## src/rtl/dpi_pkg.sv

```systemverilog
// rtl/dpi_pkg.sv - shared types and constants for the DPI packet sequencer
package dpi_pkg;

    localparam int STREAM_ID_W  = 6;
    localparam int NUM_STREAMS  = 64;
    localparam int DEF_LOAD_GAP = 2;
    localparam int DEF_EOP_GAP  = 3;

    typedef enum logic [2:0] {
        ST_IDLE,
        ST_LOOKUP,
        ST_LOAD,
        ST_PRIME,
        ST_STREAM,
        ST_DRAIN,
        ST_EOP,
        ST_RESULT
    } seq_state_t;

endpackage

```

## src/rtl/dpi_flow_table.sv

```systemverilog
// rtl/dpi_flow_table.sv - 64-entry associative flow-key store with FIFO allocation
module dpi_flow_table
    import dpi_pkg::*;
#(
    parameter int KEY_W = 32
) (
    input  logic                   i_clk,
    input  logic                   i_rst,
    input  logic [KEY_W-1:0]       i_lookup_key,
    output logic                   o_hit,
    output logic [STREAM_ID_W-1:0] o_hit_idx,
    input  logic                   i_alloc_en,
    input  logic [KEY_W-1:0]       i_alloc_key,
    output logic [STREAM_ID_W-1:0] o_alloc_ptr
);

    logic [KEY_W-1:0]       r_keys [NUM_STREAMS];
    logic [NUM_STREAMS-1:0] r_valid;
    logic [STREAM_ID_W-1:0] r_alloc_ptr;

    // The pointer wraps naturally, so a full table evicts the oldest entry.
    always_ff @(posedge i_clk or posedge i_rst) begin
        if (i_rst) begin
            r_valid     <= '0;
            r_alloc_ptr <= '0;
        end else if (i_alloc_en) begin
            r_valid[r_alloc_ptr] <= 1'b1;
            r_alloc_ptr          <= r_alloc_ptr + 1'b1;
        end
    end

    always_ff @(posedge i_clk) begin
        if (i_alloc_en) begin
            r_keys[r_alloc_ptr] <= i_alloc_key;
        end
    end

    always_comb begin
        o_hit     = 1'b0;
        o_hit_idx = '0;
        for (int i = NUM_STREAMS - 1; i >= 0; i--) begin
            if (r_valid[i] && (r_keys[i] == i_lookup_key)) begin
                o_hit     = 1'b1;
                o_hit_idx = STREAM_ID_W'(i);
            end
        end
    end

    assign o_alloc_ptr = r_alloc_ptr;

endmodule

```

## src/rtl/dpi_pkt_sequencer.sv

```systemverilog
// rtl/dpi_pkt_sequencer.sv - maps flow keys to stream ids and drives the matcher bank protocol
module dpi_pkt_sequencer
    import dpi_pkg::*;
#(
    parameter int NUM_REGEX = 8,
    parameter int KEY_W     = 32,
    parameter int LOAD_GAP  = DEF_LOAD_GAP,
    parameter int EOP_GAP   = DEF_EOP_GAP
) (
    input  logic                   i_clk,
    input  logic                   i_rst,
    input  logic                   i_pkt_valid,
    output logic                   o_pkt_ready,
    input  logic [7:0]             i_pkt_data,
    input  logic                   i_pkt_sop,
    input  logic                   i_pkt_eop,
    input  logic [KEY_W-1:0]       i_pkt_key,
    input  logic [NUM_REGEX-1:0]   i_cfg_enable,
    output logic [7:0]             o_char_in,
    output logic                   o_char_in_vld,
    output logic                   o_load_state,
    output logic                   o_new_stream_id,
    output logic [STREAM_ID_W-1:0] o_stream_id,
    output logic                   o_eop,
    output logic [NUM_REGEX-1:0]   o_enable,
    input  logic [NUM_REGEX-1:0]   i_fired,
    output logic                   o_res_valid,
    input  logic                   i_res_ready,
    output logic [NUM_REGEX-1:0]   o_res_match,
    output logic [STREAM_ID_W-1:0] o_res_stream_id
);

    localparam int GAP_W = 8;

    seq_state_t             r_state;
    seq_state_t             w_next;
    logic [GAP_W-1:0]       r_gap_cnt;
    logic [STREAM_ID_W-1:0] r_stream_id;
    logic [STREAM_ID_W-1:0] r_res_stream_id;
    logic [STREAM_ID_W-1:0] w_hit_idx;
    logic [STREAM_ID_W-1:0] w_alloc_ptr;
    logic                   r_new_stream_id;
    logic                   w_hit;
    logic                   w_alloc_en;
    logic                   w_last_beat;
    logic [NUM_REGEX-1:0]   r_enable;
    logic [NUM_REGEX-1:0]   r_res_match;

    assign w_last_beat = (r_state == ST_STREAM) && i_pkt_valid && i_pkt_eop;
    assign w_alloc_en  = (r_state == ST_LOOKUP) && !w_hit;

    dpi_flow_table #(
        .KEY_W(KEY_W)
    ) u_flow_table (
        .i_clk        (i_clk),
        .i_rst        (i_rst),
        .i_lookup_key (i_pkt_key),
        .o_hit        (w_hit),
        .o_hit_idx    (w_hit_idx),
        .i_alloc_en   (w_alloc_en),
        .i_alloc_key  (i_pkt_key),
        .o_alloc_ptr  (w_alloc_ptr)
    );

    always_ff @(posedge i_clk or posedge i_rst) begin
        if (i_rst) begin
            r_state <= ST_IDLE;
        end else begin
            r_state <= w_next;
        end
    end

    always_comb begin
        w_next = r_state;
        case (r_state)
            ST_IDLE:   if (i_pkt_valid && i_pkt_sop) w_next = ST_LOOKUP;
            ST_LOOKUP: w_next = ST_LOAD;
            ST_LOAD:   w_next = (LOAD_GAP > 0) ? ST_PRIME : ST_STREAM;
            ST_PRIME:  if (r_gap_cnt == '0) w_next = ST_STREAM;
            ST_STREAM: if (w_last_beat) w_next = (EOP_GAP > 0) ? ST_DRAIN : ST_EOP;
            ST_DRAIN:  if (r_gap_cnt == '0) w_next = ST_EOP;
            ST_EOP:    w_next = ST_RESULT;
            ST_RESULT: if (i_res_ready) w_next = ST_IDLE;
            default:   w_next = ST_IDLE;
        endcase
    end

    // Stream id and enable stay frozen from LOAD through EOP; matchers commit by stream_id at eop.
    always_ff @(posedge i_clk or posedge i_rst) begin
        if (i_rst) begin
            r_gap_cnt       <= '0;
            r_stream_id     <= '0;
            r_new_stream_id <= 1'b0;
            r_enable        <= '0;
            r_res_match     <= '0;
            r_res_stream_id <= '0;
        end else begin
            case (r_state)
                ST_LOOKUP: begin
                    r_enable        <= i_cfg_enable;
                    r_new_stream_id <= !w_hit;
                    r_stream_id     <= w_hit ? w_hit_idx : w_alloc_ptr;
                end
                ST_LOAD: r_gap_cnt <= GAP_W'(LOAD_GAP - 1);
                ST_PRIME, ST_DRAIN: begin
                    if (r_gap_cnt != '0) r_gap_cnt <= r_gap_cnt - 1'b1;
                end
                ST_STREAM: begin
                    if (w_last_beat) r_gap_cnt <= GAP_W'(EOP_GAP - 1);
                end
                ST_EOP: begin
                    r_res_match     <= i_fired & r_enable;
                    r_res_stream_id <= r_stream_id;
                end
                default: ;
            endcase
        end
    end

    always_comb begin
        o_pkt_ready   = 1'b0;
        o_char_in     = '0;
        o_char_in_vld = 1'b0;
        o_load_state  = 1'b0;
        o_eop         = 1'b0;
        o_res_valid   = 1'b0;
        case (r_state)
            ST_LOAD:   o_load_state = 1'b1;
            ST_STREAM: begin
                o_pkt_ready   = 1'b1;
                o_char_in     = i_pkt_data;
                o_char_in_vld = i_pkt_valid;
            end
            ST_EOP:    o_eop = 1'b1;
            ST_RESULT: o_res_valid = 1'b1;
            default: ;
        endcase
    end

    assign o_new_stream_id = r_new_stream_id;
    assign o_stream_id     = r_stream_id;
    assign o_enable        = r_enable;
    assign o_res_match     = r_res_match;
    assign o_res_stream_id = r_res_stream_id;

endmodule
```

## config.mk

```make
export PLATFORM = sky130hd
export DESIGN_NAME = dpi_pkt_sequencer
export DESIGN_NICKNAME = d
export VERILOG_FILES = /design/src/rtl/dpi_pkg.sv /design/src/rtl/dpi_flow_table.sv /design/src/rtl/dpi_pkt_sequencer.sv
export SDC_FILE = /design/constraint.sdc
export NUM_CORES = 2
export LEC_CHECK = 0
export BUFFER_PORTS_ARGS = -buffer_cell sky130_fd_sc_hd__buf_2
export CAP_MARGIN = 20
export CORE_ASPECT_RATIO = 1.4
export CORE_MARGIN = 1
export CORE_UTILIZATION = 57
export CTS_CLUSTER_DIAMETER = 50
export DETAILED_ROUTE_END_ITERATION = 12
export PLACE_DENSITY = 0.76
export SYNTH_ARGS = -nofsm -noshare
export SYNTH_HDL_FRONTEND = slang
export SYNTH_SLANG_ARGS = --single-unit
```

## constraint.sdc

```tcl
create_clock -name i_clk -period 4.74 [get_ports i_clk]
set_input_delay 0.474 -clock i_clk [delete_from_list [all_inputs] [get_ports i_clk]]
set_output_delay 0.474 -clock i_clk [all_outputs]
set_load 0.02 [all_outputs]
```

==> results.sh <==
export IMPL_cell_internal_pwr_uw=32500
export IMPL_wl_per_cell_um=27.7
export IMPL_antenna_found_initial=4
export IMPL_fp_row_count=178
export IMPL_first_pass_iters=8
export IMPL_cp_required_ns=5.27
export IMPL_grtUsageTotal=0.322
export IMPL_outcome="complete, no violations"
export IMPL_synth_top_cell_by_area="edfxtp_1"
export IMPL_yosysUniqueCellTypes=72
export IMPL_max_cap_violations=0
export IMPL_period_minus_slack_ns=4.54
export IMPL_setup_violations=0
export IMPL_numCtsBuffers=201
export IMPL_rsz0062_at_grt="false"
export IMPL_drt_vias_per_instance=6.10
export IMPL_hpwl_um=188000
export IMPL_synth_common_cells="2048 x edfxtp_1, 1331 x xor2_1, 708 x xnor2_1"
export IMPL_clk_path_buf_depth=3
export IMPL_switchingPower_uw=11000
export IMPL_initial_core_util=0.575
export IMPL_p_leak_uw=0.0386
export IMPL_chipWidth_um=350
export IMPL_ys_ff_latch=2158
export IMPL_cts_tree="done"
export IMPL_synth_area_sq_um=96800
export IMPL_fin_nets=7592
export IMPL_final_cell_area_sq_um=114000
export IMPL_layout_drive_gt1_share=0.190
export IMPL_setup_slack_ns=0.202
export IMPL_worstMarginPinSlew_ns=1.18
export IMPL_area_growth_pct=17.9
export IMPL_cp_arrival_ns=5.07
export IMPL_cts_sinks=2158
export IMPL_cts_setup_buffers=0
export IMPL_synthCells=6555
export IMPL_grt_start_max_net_pins=62
export IMPL_hold_viol=0
export IMPL_fin_worst_skew_ns=0.0294
export IMPL_synth_edf_count=2048
export IMPL_wirelength_um=275000
export IMPL_drv_slew=0
export IMPL_place_ws_ns=-0.431
export IMPL_cts_root_buf="clkbuf_16"
export IMPL_powerDensity_nw_per_um2=381
export IMPL_place_congestion=0.937
export IMPL_pwr_share_clk=0.375
export IMPL_critPathTopFamily="simple AND/OR/NAND/NOR gates"
export IMPL_cp_num_buf_inv=5
export IMPL_vias=60649
export IMPL_finish_utilization=0.678
export IMPL_synth_top_cell_area_share=0.635
export IMPL_synth_ff_type="edfxtp_1"
export IMPL_netSwitchingFraction=0.253
export IMPL_syn_area_per_cell_sq_um=14.8
export IMPL_clk_pin_slew_ns=0.06
export IMPL_ant_nets=0
export IMPL_synthArstFlopShare=0.0510
export IMPL_clkLatencyLatePin_ns=0.85
export IMPL_yosysWarnings=0
export IMPL_max_freq_ghz=0.220
export IMPL_portBuffers=103
export IMPL_synth_seq_area_share=0.664
export IMPL_post_route_period_util=0.957
export IMPL_cp_slowest_stage_delay_ns=0.59
export IMPL_gr_total_overflow=0
export IMPL_total_power_uw=43600
export IMPL_slew_headroom=0.212
export IMPL_dieArea_sq_um=172000
export IMPL_drt_iter0_markers=5913
export IMPL_dpl_cell_area_sq_um=107000
export IMPL_synth_nets=6624
export IMPL_cp_slowest_cell="or4_1"
export IMPL_first_global_vias=61751
export IMPL_grt_pass1_wl_um=402000
export IMPL_start_kind="input port"
export IMPL_crit_chain="dlygate4sd3_1 > clkbuf_8 > buf_4 > xor2_1 > nor4_1 > nand4_1 > or4_1 > nand2_1 > or4_1 > nor4_2 > nand2_1 > or4_4 > nor2_8 > and2_4 > buf_4 > nand2_4 > nor2_2 > buf_12"
export IMPL_core_sq_um=168000
export IMPL_min_path_type="in2reg"
export IMPL_cts_htree_levels=4
export IMPL_synth_most_common_cell="edfxtp_1"
export IMPL_crit_type="in2reg"
export IMPL_power_frac_comb=0.121
export IMPL_endpoint_kind="flip-flop"
export IMPL_cp_num_cells=18
export IMPL_crit_path_max_fanout=32
export IMPL_die_y_um=490
export IMPL_peakVddDrop_v=0.000391
export IMPL_boundaryPins=104
export IMPL_synthTopCellsByArea="edfxtp_1 64%, xor2_1 12%, xnor2_1 6.4%"
export IMPL_whs_path_depth=1
export IMPL_drcViolationCount=0
export IMPL_pwr_share_seq=0.503
export IMPL_rr_worst_depth=15
export IMPL_whs_ns=0.0439
==> per-layer routing <==
metal,GRT usage,up-vias,part of all wire
met5,0,-,0
met4,0.173,0,0.060
met3,0.0436,672,0.066
met2,0.535,2681,0.48
met1,0.411,30689,0.39
li1,-,26607,-
==> placed cells by master, fill, tap and decap left out, types with 32 or more instances in the layout <==
master     instances
edfxtp_1        2048
xor2_1          1331
buf_4            715
xnor2_1          708
nor4_1           598
nand4_1          402
nand2_1          233
clkbuf_16        210
nor3_1           184
buf_12           172
dfrtp_1          110
nand3_1           76
buf_2             71
nor2_2            63
nand4b_1          57
nand2b_1          56
nor2_1            44
clkbuf_8          44
clkinv_2          40
o21ai_0           37
clkbuf_1          35
or2_2             34
clkinv_1          34
o21bai_1          32
==> power by group through the flow <==
stage	Sequential [uW]	Combinational, uW	Clock [uW]
2_1_floorplan	22300	2770	0
3_3_place_gp	22300	5080	0
3_5_place_dp	22300	5190	0
4_1_cts	21900	5240	16500
5_1_grt	22000	5580	17100
6_report	21900	5280	16300
==> layout make-up <==
class,instances,area [sq um]
Multi-Input combinational cell,4124,30600
Fill cell,11584,54200
Clock buffer,257,5550
Sequential cell,2158,64300
Tap cell,2250,2820
Antenna cell,2,5.00
Clock inverter,118,1070
Inverter,25,98.8
Timing Repair Buffer,1013,9840
==> final timing paths <==
kind                                                    endpoint                             startpoint  slack (ns)
min in group asynchronous    u_flow_table.r_valid[3]$_DFFE_PP0P_                                  i_rst        0.33
setup / recovery           u_flow_table.r_keys[12][26]$_DFFE_PP_                          i_pkt_key[31]        0.20
max in group asynchronous   u_flow_table.r_valid[14]$_DFFE_PP0P_                                  i_rst        3.22
hold reg to reg                       o_res_match[3]$_DFFE_PP0P_             o_res_match[3]$_DFFE_PP0P_        0.49
setup reg to reg           u_flow_table.r_keys[12][26]$_DFFE_PP_  u_flow_table.r_keys[42][22]$_DFFE_PP_        0.29
hold / removal              u_flow_table.r_keys[61][7]$_DFFE_PP_                           i_pkt_key[7]        0.04
==> through the flow <==
| stage | std cells | setup TNS [ns] |
|---|---|---|
| after floorplan | 6555 | -106.71 |
| after global placement | 9548 | -520.23 |
| after detailed placement | 9548 | -594.06 |
| final | 9947 | 0 |
| after global routing | 9946 | 0 |
| after CTS | 9945 | 0 |
==> registers in the layout (all words and copies together) (netlist names), 6 cells and up <==
name	cells
u_flow_table.r_keys	2048
u_flow_table.r_valid	64
o_enable	8
o_res_match	8
r_gap_cnt	8
o_res_stream_id	6
o_stream_id	6
u_flow_table.o_alloc_ptr	6
==> cells by family (layout without fill, tap and decap cells) <==
family / after synthesis / in the layout / share of synthesized area
AO/OA/AOI/OAI: 142 / 142 / 0.00998
XOR/XNOR: 2041 / 2041 / 0.185
other: 0 / 2 / 0
flip-flops: 2158 / 2158 / 0.664
AND/OR/NAND/NOR: 1915 / 1915 / 0.116
adder cells (fa/ha/maj): 7 / 7 / 0.000904
buffers and inverters: 273 / 1413 / 0.0228
multiplexers: 19 / 19 / 0.00220
==> repair_timing <==
| action | CTS | global route |
|---|---|---|
| resized for setup | 0 | 5 |
| hold buffers | 22 | 0 |
| hold endpoints to repair | 82 | 0 |
| endpoints found under the setup margin | 0 | 976 |
==> worst reg2reg max path, stage by stage (launching register included) <==
cell and delay, ns:
edfxtp_1 0.43, xor2_1 0.38, nor4_1 0.13, nand3_1 0.12
or4_1 0.27, nand2_1 0.12, or4_1 0.59, nor4_2 0.23
nand2_1 0.16, or4_4 0.59, nor2_8 0.11, and2_4 0.22
buf_4 0.16, nand2_4 0.17, nor2_2 0.21, buf_12 0.23
Power figures use the tool's default switching activity.
